[src/rtl/hazard_pkg.sv]
// Shared definitions for the hazard / memory-latency pipeline controller:
// latency FSM state encoding, ISA opcode and function codes, and limits.
package hazard_pkg;

  typedef enum logic [1:0] {
    IDLE = 2'd0,
    BUSY = 2'd1,
    DONE = 2'd2
  } lat_state_e;

  // Longest supported memory latency; sizes the latency counters.
  localparam int LAT_MAX = 15;
  localparam int CNT_W   = $clog2(LAT_MAX + 1);

  // Index of each latency FSM inside the controller.
  localparam int I_FSM = 0;
  localparam int D_FSM = 1;

  // Opcodes.
  localparam logic [3:0] OP_BNE   = 4'd0;
  localparam logic [3:0] OP_BEQ   = 4'd1;
  localparam logic [3:0] OP_BGZ   = 4'd2;
  localparam logic [3:0] OP_BLZ   = 4'd3;
  localparam logic [3:0] OP_ADI   = 4'd4;
  localparam logic [3:0] OP_ORI   = 4'd5;
  localparam logic [3:0] OP_LHI   = 4'd6;
  localparam logic [3:0] OP_LWD   = 4'd7;
  localparam logic [3:0] OP_SWD   = 4'd8;
  localparam logic [3:0] OP_JMP   = 4'd9;
  localparam logic [3:0] OP_JAL   = 4'd10;
  localparam logic [3:0] OP_RTYPE = 4'd15;

  // Function codes for OP_RTYPE.
  localparam logic [5:0] FN_ADD = 6'd0;
  localparam logic [5:0] FN_SUB = 6'd1;
  localparam logic [5:0] FN_AND = 6'd2;
  localparam logic [5:0] FN_ORR = 6'd3;
  localparam logic [5:0] FN_NOT = 6'd4;
  localparam logic [5:0] FN_TCP = 6'd5;
  localparam logic [5:0] FN_SHL = 6'd6;
  localparam logic [5:0] FN_SHR = 6'd7;
  localparam logic [5:0] FN_JPR = 6'd25;
  localparam logic [5:0] FN_JRL = 6'd26;
  localparam logic [5:0] FN_WWD = 6'd28;
  localparam logic [5:0] FN_HLT = 6'd29;

  // R-type arithmetic/logic instructions occupy function codes ADD..SHR.
  function automatic logic is_r_arith(input logic [3:0] op, input logic [5:0] fn);
    return (op == OP_RTYPE) && (fn <= FN_SHR);
  endfunction

endpackage

[src/rtl/mem_latency_fsm.sv]
// Fixed-latency memory access tracker: IDLE -> BUSY (LAT-1 cycles) -> DONE -> IDLE.
// A latency of 1 skips BUSY entirely. abort returns a BUSY access to IDLE.
module mem_latency_fsm
  import hazard_pkg::*;
#(
  parameter int LAT = 4
) (
  input  logic clk,
  input  logic reset_n,
  input  logic start,
  input  logic abort,
  output logic busy,
  output logic done
);

  localparam logic [CNT_W-1:0] LAST = CNT_W'(LAT - 1);

  lat_state_e       state_q, state_d;
  logic [CNT_W-1:0] cnt_q, cnt_d;

  // State and counter register; reset abandons any access in flight.
  always_ff @(posedge clk) begin
    if (!reset_n) begin
      state_q <= IDLE;
      cnt_q   <= '0;
    end else begin
      state_q <= state_d;
      cnt_q   <= cnt_d;
    end
  end

  // Next state: starts are only accepted from IDLE; the counter saturates at LAT-1.
  always_comb begin
    state_d = state_q;
    cnt_d   = cnt_q;
    case (state_q)
      IDLE: begin
        cnt_d = '0;
        if (start) begin
          if (LAT <= 1) begin
            state_d = DONE;
          end else begin
            state_d = BUSY;
            cnt_d   = CNT_W'(1);
          end
        end
      end
      BUSY: begin
        if (abort) begin
          state_d = IDLE;
          cnt_d   = '0;
        end else if (cnt_q >= LAST) begin
          state_d = DONE;
        end else begin
          cnt_d = cnt_q + CNT_W'(1);
        end
      end
      DONE: begin
        state_d = IDLE;
        cnt_d   = '0;
      end
      default: begin
        state_d = IDLE;
        cnt_d   = '0;
      end
    endcase
  end

  // Outputs decoded from the current state only.
  always_comb begin
    busy = (state_q == BUSY);
    done = (state_q == DONE);
  end

endmodule

[src/rtl/hazard_latency_ctrl.sv]
// Pipeline hazard and memory-latency controller. Combines RAW / jump-register /
// load-use hazard detection with instruction and data memory latency tracking
// into prioritised stall, flush and write-enable controls.
// Optional performance counters are built when HAZARD_PERF_CNT_EN is defined.
module hazard_latency_ctrl
  import hazard_pkg::*;
#(
  parameter int REG_AW          = 2,
  parameter int DATA_FORWARDING = 1,
  parameter int IMEM_LAT        = 4,
  parameter int DMEM_LAT        = 4
) (
  input  logic              clk,
  input  logic              reset_n,
  input  logic [3:0]        opcode,
  input  logic [5:0]        func_code,
  input  logic [REG_AW-1:0] rs_id,
  input  logic [REG_AW-1:0] rt_id,
  input  logic              reg_write_ex,
  input  logic              reg_write_mem,
  input  logic [REG_AW-1:0] dest_ex,
  input  logic [REG_AW-1:0] dest_mem,
  input  logic              mem_read_ex,
  input  logic              mem_read_mem,
  input  logic              mem_write_mem,
  input  logic [REG_AW-1:0] rt_ex,
  input  logic [REG_AW-1:0] rt_mem,
  input  logic              jump_miss,
  input  logic              branch_miss,
  output logic              stall_ifid,
  output logic              stall_idex,
  output logic              stall_exmem,
  output logic              flush_ifid,
  output logic              flush_idex,
  output logic              flush_memwb,
  output logic              pc_write,
  output logic              ir_write,
  output logic              imem_busy,
  output logic              dmem_busy
`ifdef HAZARD_PERF_CNT_EN
  ,
  output logic [15:0]       perf_dstall_cnt,
  output logic [15:0]       perf_hstall_cnt,
  output logic [15:0]       perf_flush_cnt
`endif
);

  localparam bit FWD_EN = (DATA_FORWARDING != 0);

  logic [1:0] fsm_start, fsm_abort, fsm_busy, fsm_done;
  logic       use_rs, use_rt, is_jr;
  logic       raw_stall, jr_stall, load_stall, hazard_stall;

  // The fetch FSM restarts whenever the PC advances; a misprediction redirects
  // the fetch, so an in-flight fetch is abandoned. Data accesses cannot be cancelled.
  assign fsm_start[I_FSM] = pc_write;
  assign fsm_abort[I_FSM] = jump_miss | branch_miss;
  assign fsm_start[D_FSM] = mem_read_mem | mem_write_mem;
  assign fsm_abort[D_FSM] = 1'b0;

  genvar gi;
  generate
    for (gi = 0; gi < 2; gi++) begin : g_fsm
      mem_latency_fsm #(
        .LAT((gi == I_FSM) ? IMEM_LAT : DMEM_LAT)
      ) u_fsm (
        .clk    (clk),
        .reset_n(reset_n),
        .start  (fsm_start[gi]),
        .abort  (fsm_abort[gi]),
        .busy   (fsm_busy[gi]),
        .done   (fsm_done[gi])
      );
    end
  endgenerate

  // Completion pulses are not consumed by the control logic.
  logic unused_done;
  assign unused_done = ^fsm_done;

  // While reset is held every output shows the idle default set.
  assign imem_busy = fsm_busy[I_FSM] & reset_n;
  assign dmem_busy = fsm_busy[D_FSM] & reset_n;

  // Decode which source registers the ID-stage instruction reads.
  always_comb begin
    is_jr  = (opcode == OP_RTYPE) && ((func_code == FN_JPR) || (func_code == FN_JRL));
    use_rs = is_r_arith(opcode, func_code) || (opcode == OP_LWD) || (opcode == OP_SWD) ||
             (opcode <= OP_BLZ) || is_jr || (opcode == OP_ADI) || (opcode == OP_ORI);
    use_rt = is_r_arith(opcode, func_code) || (opcode == OP_LWD) || (opcode == OP_SWD) ||
             (opcode <= OP_BLZ);
  end

  // Hazard detection: RAW stalls only without forwarding; jump-register targets
  // are needed in ID and so stall even with forwarding; load-use always stalls.
  always_comb begin
    raw_stall = !FWD_EN && (
                  (use_rs && ((reg_write_ex  && (rs_id == dest_ex)) ||
                              (reg_write_mem && (rs_id == dest_mem)))) ||
                  (use_rt && ((reg_write_ex  && (rt_id == dest_ex)) ||
                              (reg_write_mem && (rt_id == dest_mem)))));
    jr_stall  = FWD_EN && is_jr &&
                ((reg_write_ex  && (rs_id == dest_ex)) ||
                 (reg_write_mem && (rs_id == dest_mem)));
    load_stall = (use_rs || use_rt) && (
                   (mem_read_ex  && ((rs_id == rt_ex)  || (rt_id == rt_ex))) ||
                   (mem_read_mem && ((rs_id == rt_mem) || (rt_id == rt_mem))));
    hazard_stall = raw_stall || jr_stall || load_stall;
  end

  // Prioritised pipeline controls: data wait, hazard, branch, jump, fetch wait.
  always_comb begin
    stall_ifid  = 1'b0;
    stall_idex  = 1'b0;
    stall_exmem = 1'b0;
    flush_ifid  = 1'b0;
    flush_idex  = 1'b0;
    flush_memwb = 1'b0;
    pc_write    = 1'b1;
    ir_write    = 1'b1;
    if (!reset_n) begin
      pc_write = 1'b1;
      ir_write = 1'b1;
    end else if (dmem_busy) begin
      stall_ifid  = 1'b1;
      stall_idex  = 1'b1;
      stall_exmem = 1'b1;
      flush_memwb = 1'b1;
      pc_write    = 1'b0;
      ir_write    = 1'b0;
    end else if (hazard_stall) begin
      stall_ifid = 1'b1;
      flush_idex = 1'b1;
      pc_write   = 1'b0;
      ir_write   = 1'b0;
    end else if (branch_miss) begin
      flush_ifid = 1'b1;
      flush_idex = 1'b1;
    end else if (jump_miss) begin
      flush_ifid = 1'b1;
    end else if (imem_busy) begin
      flush_ifid = 1'b1;
      pc_write   = 1'b0;
      ir_write   = 1'b0;
    end
  end

`ifdef HAZARD_PERF_CNT_EN
  // Event order: [0] data-memory stall, [1] hazard stall, [2] redirect flush.
  logic [2:0]  perf_inc;
  logic [15:0] perf_cnt_q [3];

  assign perf_inc = {flush_ifid & ~imem_busy, hazard_stall, dmem_busy};

  generate
    for (gi = 0; gi < 3; gi++) begin : g_perf
      // Saturating event counter, cleared by reset.
      always_ff @(posedge clk) begin
        if (!reset_n) begin
          perf_cnt_q[gi] <= '0;
        end else if (perf_inc[gi] && (perf_cnt_q[gi] != 16'hFFFF)) begin
          perf_cnt_q[gi] <= perf_cnt_q[gi] + 16'd1;
        end
      end
    end
  endgenerate

  assign perf_dstall_cnt = perf_cnt_q[0];
  assign perf_hstall_cnt = perf_cnt_q[1];
  assign perf_flush_cnt  = perf_cnt_q[2];
`endif

endmodule

[config.mk]
export PLATFORM = sky130hd
export DESIGN_NAME = hazard_latency_ctrl
export DESIGN_NICKNAME = d
export VERILOG_FILES = /design/src/rtl/hazard_pkg.sv /design/src/rtl/mem_latency_fsm.sv /design/src/rtl/hazard_latency_ctrl.sv
export SDC_FILE = /design/constraint.sdc
export NUM_CORES = 1
export LEC_CHECK = 0
export BUFFER_PORTS_ARGS = -buffer_cell sky130_fd_sc_hd__buf_4
export CAP_MARGIN = 10
export CORE_MARGIN = 5
export CORE_UTILIZATION = 43
export DETAILED_ROUTE_END_ITERATION = 6
export PLACE_DENSITY = 0.77
export SLEW_MARGIN = 20
export SYNTH_ARGS = -nofsm -noshare
export SYNTH_HDL_FRONTEND = slang
export SYNTH_SLANG_ARGS = --single-unit
[constraint.sdc]
create_clock -name clk -period 1.5 [get_ports clk]
set_input_delay 0.075 -clock clk [delete_from_list [all_inputs] [get_ports clk]]
set_output_delay 0.075 -clock clk [all_outputs]
set_load 0.05 [all_outputs]
==> reports/metrics.cfg <==
[synthesis]
avgSynthCellArea_um2 = 8.79
synthFlopType = dfxtp_1
yosys_warnings = 0
async_reset_ff_frac = 0
ys_top_cells_by_area = dfxtp_1 (32%), xor2_1 (10%), xnor2_1 (5.8%)
synth_edf_count = 0
netlist.area_leader.share = 0.318
syn-cell-area_um2 = 756
yosys.area.top_type = dfxtp_1
synth.distinct_cells = 30
syn_inst = 86
synthesis.nets = 119
synth-seq-area-share = 0.318
ys_seq_elements = 12

[critical_path]
endpoint_kind = output pin
r2r.worst_path.cells = 5
crit_arrival_ns = 1.37
start_kind = input port
worstSetupPathType = input port to output pin
cp_max_fo = 6
cp_data_required_time_ns = 1.42

[pwr]
power_density_nw_per_um2 = 794
peakVddDrop_v = 0.000685
power.leakage_uw = 0.000576

[global_route]
grt_pass1_wl_um = 2860
grt-ovfl-total = 0
grt_pass1_vias = 681
grt.total_usage = 0.140
antenna_found_initial = 0
grt_max_degree = 10

[sta]
tns_ns = 0
worst_pin_slew_ns = 0.305
rsz0062_at_grt = true
final_max_slew_viol_count = 0
max_slew_margin = 0.795
period_share = 0.963
setup_slack_ns = 0.0560
period_minus_slack_ns = 1.44
timing.fmax_ghz = 0.693
final-setup-viol-count = 0
finalHoldViolCount = 0
clock_skew_ns = 0.00109

[floorplanning]
dieArea_um2 = 2700
start_util = 0.442
die_w_um = 51.9
coreArea_um2 = 1710
num_rows = 15
die_h_um = 51.9
io_pins = 41

[final_layout]
nNetsFinal = 163
final_cells = 154
area_growth_pct = 55.6
fillers = 139
antenna_cells = 0
drive_gt1_frac = 0.450

[hold_path]
min_path_cells = 3
hp-class = input port to flip-flop

[routing]
wl_um = 1910
num_vias = 770
final_antenna_net_count = 0
drc_errors = 0
wire_per_inst_um = 12.4
drt-vias-per-instance = 5.00
drt_first_pass_iters = 3
drtIter0Drc = 7

[placement]
dp_hpwl_um = 1600
routabilityCongestion = 0.701
port_buffers = 40
post-place-cells = 150
dp_slack_ns = 0.0221

[clock_tree]
cts_root_buf = clkbuf_4
cts_max_path_buffers = 2
insertion_delay_ns = 0.27
cts-hold-fix-buffers = 0
numCtsBuffers = 3
cts_tree = yes
path_clk_slew_ns = 0.07
htree_levels = 1
clock_sinks = 12

[run]
maxCapViolCount = 0

[outcome]
outcome = completed

[flip-flops by register name, indices dropped and copies added, names as in the netlist]
| signal | count |
|---|---|
| g_fsm.u_fsm.cnt_q | 8 |
| g_fsm.u_fsm.state_q | 4 |
[repair_timing]
action | CTS | global route
pin swaps | 0 | 2
gates resized for setup | 2 | 12
buffers inserted | 0 | 1
endpoints found under the setup margin | 8 | 4
gates cloned | 0 | 0
[cells in the mapped netlist, drive strengths merged, types with 2 or more instances]
cell,instances
nor3,4
nand2,2
nand3,4
nor2,7
xnor2,5
buf,4
nor2b,4
a21oi,3
dfxtp,12
xor2,9
mux2i,3
inv,3
ha,2
o21ai,3
o31ai,2
o22ai,4
and3,4
[worst paths after layout]
| check | from | endpoint | slack, ns |
|---|---|---|---|
| setup reg to reg | g_fsm[0].u_fsm.state_q[0] | g_fsm[0].u_fsm.state_q[0] | 0.24 |
| hold / removal | mem_write_mem | g_fsm[1].u_fsm.state_q[0] | 0.1 |
| hold reg to reg | g_fsm[1].u_fsm.cnt_q[2] | g_fsm[1].u_fsm.cnt_q[2] | 0.49 |
| setup / recovery | func_code[1] | ir_write | 0.06 |
[critical path, cell delays in order]
cell       delay (ns)
buf_4            0.11
xor2_1           0.16
a31oi_1          0.18
a2bb2oi_1        0.27
a21oi_4          0.09
o31ai_4          0.27
buf_6            0.20
[per-stage QoR]
stage,utilization,area [µm²],hold WS (ns),total power (µW)
after floorplan,-,771,0.228,547
after global placement,0.641,1090,0.368,661
after detailed placement,0.641,1090,0.379,670
after CTS,0.664,1130,0.0892,926
after global routing,0.689,1180,0.0946,985
final,0.689,1180,0.0976,934
[cells by family (layout without fill, tap and decap cells)]
| family | count (synthesis) | in the layout | synth area share |
|---|---|---|---|
| xor gates and xnor gates | 14 | 14 | 0.162 |
| and+or+nand+nor | 30 | 30 | 0.207 |
| DFF | 12 | 12 | 0.318 |
| muxes | 3 | 3 | 0.0397 |
| AOI/OAI and AO/OA | 18 | 18 | 0.185 |
| buffers and inverters | 7 | 50 | 0.0546 |
| adders and majority gates | 2 | 2 | 0.0331 |
[per-layer routing]
layer	track usage	wire, µm	vias to the layer above
met3	0.0258	144	5
li1	-	-	391
met4	0.0655	39	0
met2	0.243	956	24
met1	0.165	773	350
met5	0	0	-
[power by group]
group	switching (µW)	internal, µW	total [µW]
Sequential	11.5	333	345
Combinational	178	157	335
Clock	107	148	254
Total	296	638	934
[final cells by class]
cell class | count | area, µm² | area share
multi-input combinational | 67 | 518 | 0.440
timing repair buffer | 43 | 338 | 0.287
sequential | 12 | 241 | 0.205
clock buffer | 4 | 36.3 | 0.0309
tap | 25 | 31.3 | 0.0266
inverter | 3 | 11.3 | 0.00957
[placed cells by master (no fill, tap or decap), types with 2 or more instances in the layout]
master and instances:
nor3_1 3, a21oi_1 2, o22ai_1 4, inv_1 2, dfxtp_1 11, xnor2_1 5
xor2_1 9, nor2b_1 2, nor2b_4 2, mux2i_1 3, ha_1 2, buf_4 39
nand3_1 4, nor2_1 7, o21ai_0 2, buf_6 4, clkbuf_4 3, and3_1 4
No activity file was read; power rests on OpenSTA's default activity.
